[src/rtl/conway_pkg.sv]
// ============================================================================
// Module   : conway_pkg
// Purpose  : Shared board geometry constants and the frame-dump state type.
// Revision : 1.0 - initial release
// ============================================================================
`default_nettype none

package conway_pkg;

    localparam int BOARD_DIM   = 64;
    localparam int ADDR_W      = 12;
    localparam int FRAME_WORDS = 512;

    typedef enum logic [2:0] {
        IDLE  = 3'd0,
        FETCH = 3'd1,
        CAPT  = 3'd2,
        HOLD  = 3'd3,
        DONE  = 3'd4
    } dump_state_t;

endpackage

`default_nettype wire

[src/rtl/conway_bit_packer.sv]
// ============================================================================
// Module   : conway_bit_packer
// Purpose  : Packs serial 1-bit cells into a BYTE_W-bit word, LSB first.
// Revision : 1.0 - initial release
// ============================================================================
`default_nettype none

module conway_bit_packer #(
    parameter int BYTE_W = 8
) (
    input  logic              clk,
    input  logic              rst,
    input  logic              clear,
    input  logic              shift_en,
    input  logic              din,
    output logic [BYTE_W-1:0] word
);

    localparam int IDX_W = (BYTE_W > 1) ? $clog2(BYTE_W) : 1;

    logic [IDX_W-1:0] r_idx;

    always_ff @(posedge clk or posedge rst) begin
        if (rst) begin
            word  <= '0;
            r_idx <= '0;
        end else if (clear) begin
            word  <= '0;
            r_idx <= '0;
        end else if (shift_en) begin
            word[r_idx] <= din;
            r_idx       <= r_idx + IDX_W'(1);
        end
    end

endmodule

`default_nettype wire

[src/rtl/conway_frame_dump.sv]
// ============================================================================
// Module   : conway_frame_dump
// Purpose  : Reads the 64x64 board RAM in address order and streams it as
//            packed words over valid/ready. Optional live-cell count is
//            enabled by defining CONWAY_DUMP_POPCOUNT_EN.
// Revision : 1.0 - initial release
// ============================================================================
`default_nettype none

module conway_frame_dump
    import conway_pkg::*;
#(
    parameter int ADDR_W = conway_pkg::ADDR_W,
    parameter int BYTE_W = 8
) (
    input  logic              clk,
    input  logic              rst,
    input  logic              start,
    output logic [ADDR_W-1:0] addr_rd,
    output logic              we_rd,
    input  logic              din,
    output logic [BYTE_W-1:0] out_data,
    output logic              out_valid,
    input  logic              out_ready,
    output logic              busy,
    output logic              done
`ifdef CONWAY_DUMP_POPCOUNT_EN
    ,
    output logic [ADDR_W:0]   pop_count
`endif
);

    localparam int                CNT_W  = (BYTE_W > 1) ? $clog2(BYTE_W) : 1;
    localparam logic [CNT_W-1:0]  C_LAST = CNT_W'(BYTE_W - 1);
    localparam logic [ADDR_W-1:0] C_STEP = ADDR_W'(BYTE_W);

    dump_state_t       r_state;
    dump_state_t       w_next_state;
    logic [ADDR_W-1:0] r_ptr;
    logic [CNT_W-1:0]  r_cnt;
    logic              w_clear;
    logic              w_shift;
    logic              w_accept;
    logic              w_start;

    assign we_rd   = 1'b0;
    assign w_start = (r_state == IDLE) && start;

    always_ff @(posedge clk or posedge rst) begin
        if (rst) begin
            r_state <= IDLE;
        end else begin
            r_state <= w_next_state;
        end
    end

    always_comb begin
        w_next_state = r_state;
        w_clear      = 1'b0;
        w_shift      = 1'b0;
        w_accept     = 1'b0;
        addr_rd      = '0;
        out_valid    = 1'b0;
        busy         = 1'b1;
        done         = 1'b0;
        case (r_state)
            IDLE: begin
                busy = 1'b0;
                if (start) begin
                    w_next_state = FETCH;
                    w_clear      = 1'b1;
                end
            end
            FETCH: begin
                addr_rd = r_ptr + ADDR_W'(r_cnt);
                // RAM data lags the address by one cycle, so the first
                // fetch cycle has nothing to capture yet.
                w_shift = (r_cnt != '0);
                if (r_cnt == C_LAST) begin
                    w_next_state = CAPT;
                end
            end
            CAPT: begin
                w_shift      = 1'b1;
                w_next_state = HOLD;
            end
            HOLD: begin
                out_valid = 1'b1;
                if (out_ready) begin
                    w_accept = 1'b1;
                    if (r_ptr != '0) begin
                        w_next_state = FETCH;
                        w_clear      = 1'b1;
                    end else begin
                        w_next_state = DONE;
                    end
                end
            end
            DONE: begin
                done         = 1'b1;
                w_next_state = IDLE;
            end
            default: begin
                w_next_state = IDLE;
            end
        endcase
    end

    always_ff @(posedge clk or posedge rst) begin
        if (rst) begin
            r_ptr <= '0;
            r_cnt <= '0;
        end else begin
            if (w_start) begin
                r_ptr <= '0;
            end else if (r_state == CAPT) begin
                r_ptr <= r_ptr + C_STEP;
            end
            if ((r_state == FETCH) && (r_cnt != C_LAST)) begin
                r_cnt <= r_cnt + CNT_W'(1);
            end else begin
                r_cnt <= '0;
            end
        end
    end

    conway_bit_packer #(
        .BYTE_W   (BYTE_W)
    ) u_packer (
        .clk      (clk),
        .rst      (rst),
        .clear    (w_clear),
        .shift_en (w_shift),
        .din      (din),
        .word     (out_data)
    );

`ifdef CONWAY_DUMP_POPCOUNT_EN
    logic [ADDR_W:0] r_live;

    // Published on the final acceptance so the total is visible during DONE.
    always_ff @(posedge clk or posedge rst) begin
        if (rst) begin
            r_live    <= '0;
            pop_count <= '0;
        end else begin
            if (w_start) begin
                r_live <= '0;
            end else if (w_shift && din) begin
                r_live <= r_live + (ADDR_W + 1)'(1);
            end
            if (w_accept && (r_ptr == '0)) begin
                pop_count <= r_live;
            end
        end
    end
`endif

endmodule

`default_nettype wire
[config.mk]
export PLATFORM = sky130hd
export DESIGN_NAME = conway_frame_dump
export DESIGN_NICKNAME = d
export VERILOG_FILES = /design/src/rtl/conway_pkg.sv /design/src/rtl/conway_bit_packer.sv /design/src/rtl/conway_frame_dump.sv
export SDC_FILE = /design/constraint.sdc
export NUM_CORES = 1
export LEC_CHECK = 0
export ABC_AREA = 1
export CAP_MARGIN = 20
export CORE_MARGIN = 4
export CORE_UTILIZATION = 56
export DETAILED_ROUTE_END_ITERATION = 6
export GPL_ROUTABILITY_DRIVEN = 0
export PLACE_DENSITY = 0.84
export SYNTH_ARGS = -nofsm -noshare
export SYNTH_HDL_FRONTEND = slang
export SYNTH_HIERARCHICAL = 1
export SYNTH_SLANG_ARGS = --single-unit
[constraint.sdc]
create_clock -name clk -period 5.28 [get_ports clk]
set_clock_uncertainty 0.15 [all_clocks]
set_input_delay 0.528 -clock clk [delete_from_list [all_inputs] [get_ports clk]]
set_output_delay 0.528 -clock clk [all_outputs]
set_load 0.02 [all_outputs]
Yosys cells after proc, flatten, opt, wreduce, memory -nomap -nowiden --
Cells that the tools add are included.
Word-level totals: flip-flop bits (word level) 29, latch bits 0, memory bits (writable) 0, memory bits (read-only) 0, output and inout bits 24, logic and storage cells 53, memories 0
Operators by class: $add $sub $neg 4, multiply operators 0, div/mod/pow operators 0, magnitude comparators 2, eq/ne operators 9, shift-type cells 0, muxes and demuxes 24, bitwise logic cells 0, reductions and logical operators 9
Operators with widths (count):
- $mux W12 | 3
- $mux W3 | 7
- $mux W8 | 2
- $add A12 B3 Y12 | 1
- $add A12 B4 Y12 const B | 1
- $pmux W3 S4 | 1
- $reduce_bool A12 Y1 | 1
- $bwmux W8 | 1
- $mux W1 | 7
- $add A3 B1 Y3 const B | 2
- $eq A3 B2 Y1 const B | 2
- $eq A3 B3 Y1 const B | 2
- $ne A2 B2 Y1 const B | 3
- $lt A3 B4 Y1 const B | 1
- $pmux W1 S2 | 2
- $reduce_bool A2 Y1 | 2
- $demux W1 S3 | 1
- $eq A3 B1 Y1 const B | 1
- $ge A3 B1 Y1 const B | 1
- $logic_and A1 B1 Y1 | 3
- $logic_not A3 Y1 | 1
- $ne A3 B3 Y1 const B | 1
- $reduce_and A3 Y1 | 1
- $reduce_bool A3 Y1 | 1

Logic depth before layout (Yosys ltp) --
Gate-level depths: netlist of run 1.
word-level depth 7, depth in mapped cells 11, gate-level depth less buffers 11

Modules after synthesis --
The synthesis of run 1 kept the hierarchy.
By module, submodules not included:
- conway_frame_dump | times used 1, cells each 144, area each 1034.7 µm², seq. area each 375.4 µm²
- conway_bit_packer | times used 1, cells each 85, area each 591.8 µm², seq. area each 275.3 µm²

Least setup slack after synthesis of run 1 --
No wires, ideal clock.
path kind flip-flop to flip-flop, start reg r_state[2], end reg u_packer.word[5], library setup time 0.113 ns, arrival 1.658 ns, required time 5.017 ns, path slack 3.359 ns, stages on the path, launching flop included 11, clock period less this slack 1.921 ns, cell sequence dfrtp_1 inv_1 nand2_1 nor2_2 nand2_1 o21ai_1 inv_2 nand2_4 nand3_1 nand2_1 inv_1
Between the ends: longest elaborated chain between the ends 3
RTL lines:
- start: declaration | RTL line conway_frame_dump.sv:37 | dump_state_t r_state;
- start signal: assignment | RTL line conway_frame_dump.sv:53 | r_state <= w_next_state;
- $eq A3 B2 Y1 / $logic_not A3 Y1 (equally long branches) | RTL line conway_frame_dump.sv:66 | case (r_state)
- $pmux W1 S2 (*) | RTL line conway_frame_dump.sv:66
- net w_clear | RTL line conway_frame_dump.sv:41 | logic w_clear;
- $mux W8 / $reduce_bool A2 Y1 (equally long branches)
- end signal: indexed assignment | RTL line conway_bit_packer.sv:31 | word[r_idx] <= din;
- end: declaration | RTL line conway_bit_packer.sv:16 | output logic [BYTE_W-1:0] word
The timed path passes the listed nets; every way through them passes the cells marked *. A chain may end at the register's enable or synchronous reset.

Final worst setup path of run 1 --
start reg r_state[2], end out addr_rd[4]
Between the ends: longest elaborated chain between the ends 2
RTL lines:
- $eq A3 B1 Y1 | RTL line conway_frame_dump.sv:66
- $mux W12 | RTL line conway_frame_dump.sv:66
- end: declaration | RTL line conway_frame_dump.sv:19 | output logic [ADDR_W-1:0] addr_rd,
Every way passes these cells.

==> impl_metrics.env, run 1 <==
export IMPL_die_area_um2=3830
export IMPL_yosysUniqueCellTypes=29
export IMPL_die_w_um=61.9
export IMPL_grt_pass1_vias=1299
export IMPL_drv_slew=0
export IMPL_max_slew_margin=0.601
export IMPL_ys_warn_count=6
export IMPL_r2r_start="r_state[2]"
export IMPL_r2r_end="u_packer/word[6]"
export IMPL_path_buf_inv=2
export IMPL_dpl_hpwl_um=2470
export IMPL_initial_core_util=0.590
export IMPL_synth_seq_cells=26
export IMPL_avgSynthCellArea_um2=7.10
export IMPL_final_cell_mix="61 x nand2_1, 39 x inv_1, 36 x nor2_1, 27 x clkdlybuf4s50_1, 26 x dfrtp_1"
export IMPL_setup_viol=0
export IMPL_grt_max_degree=16
export IMPL_overflow=0
export IMPL_status="complete, no violations"
export IMPL_peakVddDrop_mv=0.400
export IMPL_cts_setup_buffers=0
export IMPL_via_per_inst=4.90
export IMPL_cts_resized=0
export IMPL_clk_pin_slew_ps=150
export IMPL_critical_path_max_stage_delay_ps=620
export IMPL_fp_row_count=19
export IMPL_critPathKind="reg -> out"
export IMPL_reg2reg_depth=10
export IMPL_antenna_found_initial=0
export IMPL_period_share=0.487
export IMPL_htreeDepth=1
export IMPL_total_power_w=0.00102
export IMPL_synth_nets=239
export IMPL_routed_wl_um=3260
export IMPL_slowest_stage="clkdlybuf4s50_1"
export IMPL_setup_tns_ps=0
export IMPL_area_growth_pct=21.5
export IMPL_clock_sinks=26
export IMPL_clock_latency_ps=330
export IMPL_num_antenna_cells=0
export IMPL_cap_viol_max_count=0
export IMPL_firstDrtPassIters=4
export IMPL_arrival_ps=1890
export IMPL_fmax_mhz=389
export IMPL_io_pins=29
export IMPL_wl_per_cell_um=11.3
export IMPL_fill_cells=224
export IMPL_first_iter_violations=60
export IMPL_clockBufferDepth=2
export IMPL_worstPathCellList="inv_1 > nand3_4 > nor2_1 > clkdlybuf4s50_1"
export IMPL_synth_area_leaders="dfrtp_1 40%, nand2_1 14%, inv_1 9.0%"
export IMPL_cts_root_buf="clkbuf_4"
export IMPL_io_buffers=27
export IMPL_hold_viol=0
export IMPL_rsz0062_at_grt="false"
export IMPL_nets=269
export IMPL_drc=0
export IMPL_cp_max_fo=14
export IMPL_path_depth=4
export IMPL_design_core_area_um2=2760
export IMPL_drive_gt1_frac=0.105
export IMPL_path_delay_family="buffers and inverters"
export IMPL_cts_tree="yes"
export IMPL_leakage_nw=1.07
export IMPL_cts_buffers_inserted=3
export IMPL_vias=1415
export IMPL_synth_area_leader_cell="dfrtp_1"
export IMPL_synth_seq_area_share=0.400
export IMPL_r2r_slack_ps=3260
export IMPL_final_common_cell="nand2_1"
export IMPL_cp_data_required_time_ps=4600
export IMPL_period_needed_ps=2570
export IMPL_synth_area_um2=1630
export IMPL_cp_end_kind="primary output"
export IMPL_final_antenna_net_count=0
export IMPL_grt_first_pass_wirelength_um=5570
export IMPL_die_h_um=61.9
export IMPL_postCtsHoldBufs=0
export IMPL_hold_path_class="in -> async"
export IMPL_grt_use_total=0.195
export IMPL_tightestPinTransition_ps=598
export IMPL_powerDensity_nw_per_um2=518
export IMPL_yosys_area_top_type_share=0.400
export IMPL_start_kind="flip-flop"
export IMPL_netlist_instances=229
## power by group
group	switching, W	total (W)	internal, W
combinational	0.000349	0.000559	0.000210
sequential	0.0000640	0.000327	0.000263
clock	0.0000605	0.000137	0.0000768
## kinds of logic (layout without fill, tap and decap cells)
group,count (synthesis),after routing,synth area share
AOI/OAI and AO/OA,15,15,0.0538
other,1,1,0.00231
buffers and inverters,48,77,0.118
DFF,26,26,0.400
adders and majority gates,5,5,0.0385
and+or+nand+nor,134,134,0.387
## routing by layer
| layer | vias up | track usage | part of all wire |
|---|---|---|---|
| met4 | 0 | 0.0818 | 0.017 |
| met1 | 618 | 0.273 | 0.48 |
| met3 | 6 | 0.0207 | 0.053 |
| met5 | - | 0 | 0 |
| li1 | 759 | - | - |
| met2 | 32 | 0.308 | 0.45 |
## worst max-delay path by stage
stage                from          endpoint  slack [ps]
3_3_place_gp   r_state[1]       addr_rd[11]        3090
6_report       r_state[2]        addr_rd[4]        2710
3_5_place_dp    out_ready  u_packer/word[6]        3050
2_1_floorplan  r_state[2]  u_packer/word[5]        3360
4_1_cts        r_state[2]       addr_rd[11]        2680
5_1_grt        r_state[2]       addr_rd[11]        2570
## layout make-up
type | instances | area, um^2 | share of cell area
clock buffers | 3 | 22.5 | 0.0114
inverters | 46 | 180 | 0.0912
flip-flops and latches | 26 | 651 | 0.329
well taps | 31 | 38.8 | 0.0196
repair buffers | 27 | 270 | 0.137
clock inverters | 1 | 30.0 | 0.0152
multi-input cells | 155 | 783 | 0.396
## synth_stat cells
master and instances:
nand3_4 1, nor3_4 1, inv_6 1, nand2_1 61, o21bai_1 1, nand2_4 3, conb_1 1, o21bai_2 1
nor3_1 3, nand3_2 2, nand3_1 14, or2_2 1, o21ai_1 4, a21oi_1 4, inv_4 1, nor2_1 36
ha_1 5, dfrtp_1 26, o21ai_0 4, buf_4 1, nand3b_1 1, nor2_4 2, inv_2 5, nor2_2 2
nand4_1 5, buf_2 1, inv_1 39, a31o_2 1, nand2_2 2
## per-stage QoR
stage               cell area [um^2]  setup slack [ps]  hold WS, ps  cells   util
CTS                             1980              2680          350    289  0.716
detailed placement              1920              3050          328    285  0.697
floorplan                       1630              3360          230    229      -
global placement                1920              3090          300    285  0.697
global route                    1980              2570          370    289  0.716
finish                          1980              2710          346    289  0.716
## flip-flops by register name (all words and copies together), names as in the netlist
| register | flops |
|---|---|
| r_cnt | 3 |
| r_ptr | 9 |
| r_state | 3 |
| u_packer/r_idx | 3 |
| u_packer/word | 8 |
No activity file was read; power rests on OpenSTA's default activity.
==> inputs of run 2 (changes only) <==
--- a/config.mk
+++ b/config.mk
@@ -8,10 +8,10 @@
 export ABC_AREA = 1
 export CAP_MARGIN = 20
 export CORE_MARGIN = 4
-export CORE_UTILIZATION = 56
+export CORE_UTILIZATION = 52
 export DETAILED_ROUTE_END_ITERATION = 6
 export GPL_ROUTABILITY_DRIVEN = 0
-export PLACE_DENSITY = 0.84
+export PLACE_DENSITY = 0.79
 export SYNTH_ARGS = -nofsm -noshare
 export SYNTH_HDL_FRONTEND = slang
 export SYNTH_HIERARCHICAL = 1
==> constraint.sdc (replaced) <==
create_clock -name clk -period 2.4 [get_ports clk]
set_clock_uncertainty 0.15 [all_clocks]
set_input_delay 0.24 -clock clk [delete_from_list [all_inputs] [get_ports clk]]
set_output_delay 0.24 -clock clk [all_outputs]
set_load 0.02 [all_outputs]
==> impl_metrics.env, run 2 (synthesis gave the netlist of run 1 again) <==
export IMPL_num_antenna_cells=0
export IMPL_overflow=0
export IMPL_drive_gt1_frac=0.105
export IMPL_vias=1392
export IMPL_arrival_ps=1850
export IMPL_cp_max_fo=14
export IMPL_period_share=0.931
export IMPL_via_per_inst=4.61
export IMPL_fmax_mhz=447
export IMPL_fin_area_um2=1990
export IMPL_setup_viol=0
export IMPL_status="complete, no violations"
export IMPL_grt_pass1_vias=1383
export IMPL_path_buf_inv=2
export IMPL_clock_sinks=26
export IMPL_die_area_um2=4090
export IMPL_hold_viol=0
export IMPL_postCtsHoldBufs=0
export IMPL_cts_tree="yes"
export IMPL_hold_path_class="in -> async"
export IMPL_regMostFlops="r_ptr"
export IMPL_drv_slew=0
export IMPL_dpl_hpwl_um=2340
export IMPL_slowest_stage="clkdlybuf4s50_1"
export IMPL_wl_per_cell_um=10.0
export IMPL_area_growth_pct=22.5
export IMPL_cap_viol_max_count=0
export IMPL_grt_use_total=0.174
export IMPL_firstDrtPassIters=4
export IMPL_cp_end_kind="primary output"
export IMPL_final_common_cell="nand2_1"
export IMPL_htreeDepth=1
export IMPL_peakVddDrop_mv=0.681
export IMPL_path_delay_family="buffers and inverters"
export IMPL_die_w_um=63.9
export IMPL_cts_setup_buffers=0
export IMPL_design_core_area_um2=3030
export IMPL_final_util=0.658
export IMPL_cts_buffers_inserted=3
export IMPL_fp_row_count=20
export IMPL_largest_register_ffs=9
export IMPL_die_h_um=63.9
export IMPL_grt_first_pass_wirelength_um=5750
export IMPL_cts_root_buf="clkbuf_4"
export IMPL_nets=269
export IMPL_clk_pin_slew_ps=140
export IMPL_critical_path_max_stage_delay_ps=610
export IMPL_place_ws_ps=459
export IMPL_critPathKind="reg -> out"
export IMPL_initial_core_util=0.537
export IMPL_period_needed_ps=2240
export IMPL_top_regs="r_ptr x9, u_packer/word x8"
export IMPL_io_buffers=27
export IMPL_grt_max_degree=16
export IMPL_worstPathCellList="inv_2 > nand3_4 > nor2_1 > clkdlybuf4s50_1"
export IMPL_max_slew_margin=0.618
export IMPL_setup_tns_ps=0
export IMPL_first_iter_violations=49
export IMPL_start_kind="flip-flop"
export IMPL_routed_wl_um=3020
export IMPL_whs_ps=84.8
export IMPL_cts_resized=0
export IMPL_clockBufferDepth=2
export IMPL_cp_data_required_time_ps=2010
export IMPL_leakage_nw=1.07
export IMPL_final_cell_mix="61 x nand2_1, 39 x inv_1, 36 x nor2_1, 27 x clkdlybuf4s50_1, 26 x dfrtp_1"
export IMPL_reg2reg_depth=10
export IMPL_drc=0
export IMPL_io_pins=29
export IMPL_final_antenna_net_count=0
export IMPL_clock_latency_ps=310
export IMPL_dpl_cell_area_um2=1940
export IMPL_antenna_found_initial=0
export IMPL_setup_slack_ps=165
export IMPL_rsz0062_at_grt="false"
export IMPL_tightestPinTransition_ps=573
export IMPL_powerDensity_nw_per_um2=1120
export IMPL_path_depth=4
## run 2: stage by stage
step                      cells  total power, W
after global placement      298         0.00193
final                       302         0.00222
after global routing        302         0.00246
after floorplan             229         0.00158
after CTS                   302         0.00224
after detailed placement    298         0.00194
## run 2: path summary, 6_finish.rpt
path,startpoint,to,slack [ps]
max,r_state[1],addr_rd[2],160
min,rst,u_packer/word[5],80
max reg2reg,r_state[2],u_packer/word[0],410
min reg2reg,r_cnt[0],r_cnt[0],320
max in group asynchronous,rst,r_state[1],1590
min in group clk,r_cnt[0],r_cnt[0],320
## run 2: cell type report
cell class / count / area (um^2)
inverter: 46 / 180
timing repair buffer: 27 / 270
clock inverter: 1 / 30.0
clock buffer: 3 / 22.5
fill: 276 / 1040
sequential: 26 / 651
tap: 44 / 55.1
multi-input combinational: 155 / 783
## run 2: per-layer routing
layer | up-vias | global-route usage | part of all wire
met5 | - | 0 | 0
met1 | 604 | 0.240 | 0.52
li1 | 758 | - | -
met3 | 2 | 0.0299 | 0.036
met2 | 28 | 0.274 | 0.44
met4 | 0 | 0.0620 | 0.0096
## run 2: power by group
part           leakage [nW]  switching, W  internal, W
Clock                0.0279      0.000127     0.000169
Combinational         0.693      0.000755     0.000460
Sequential            0.346      0.000131     0.000580
Total                  1.07       0.00101      0.00121
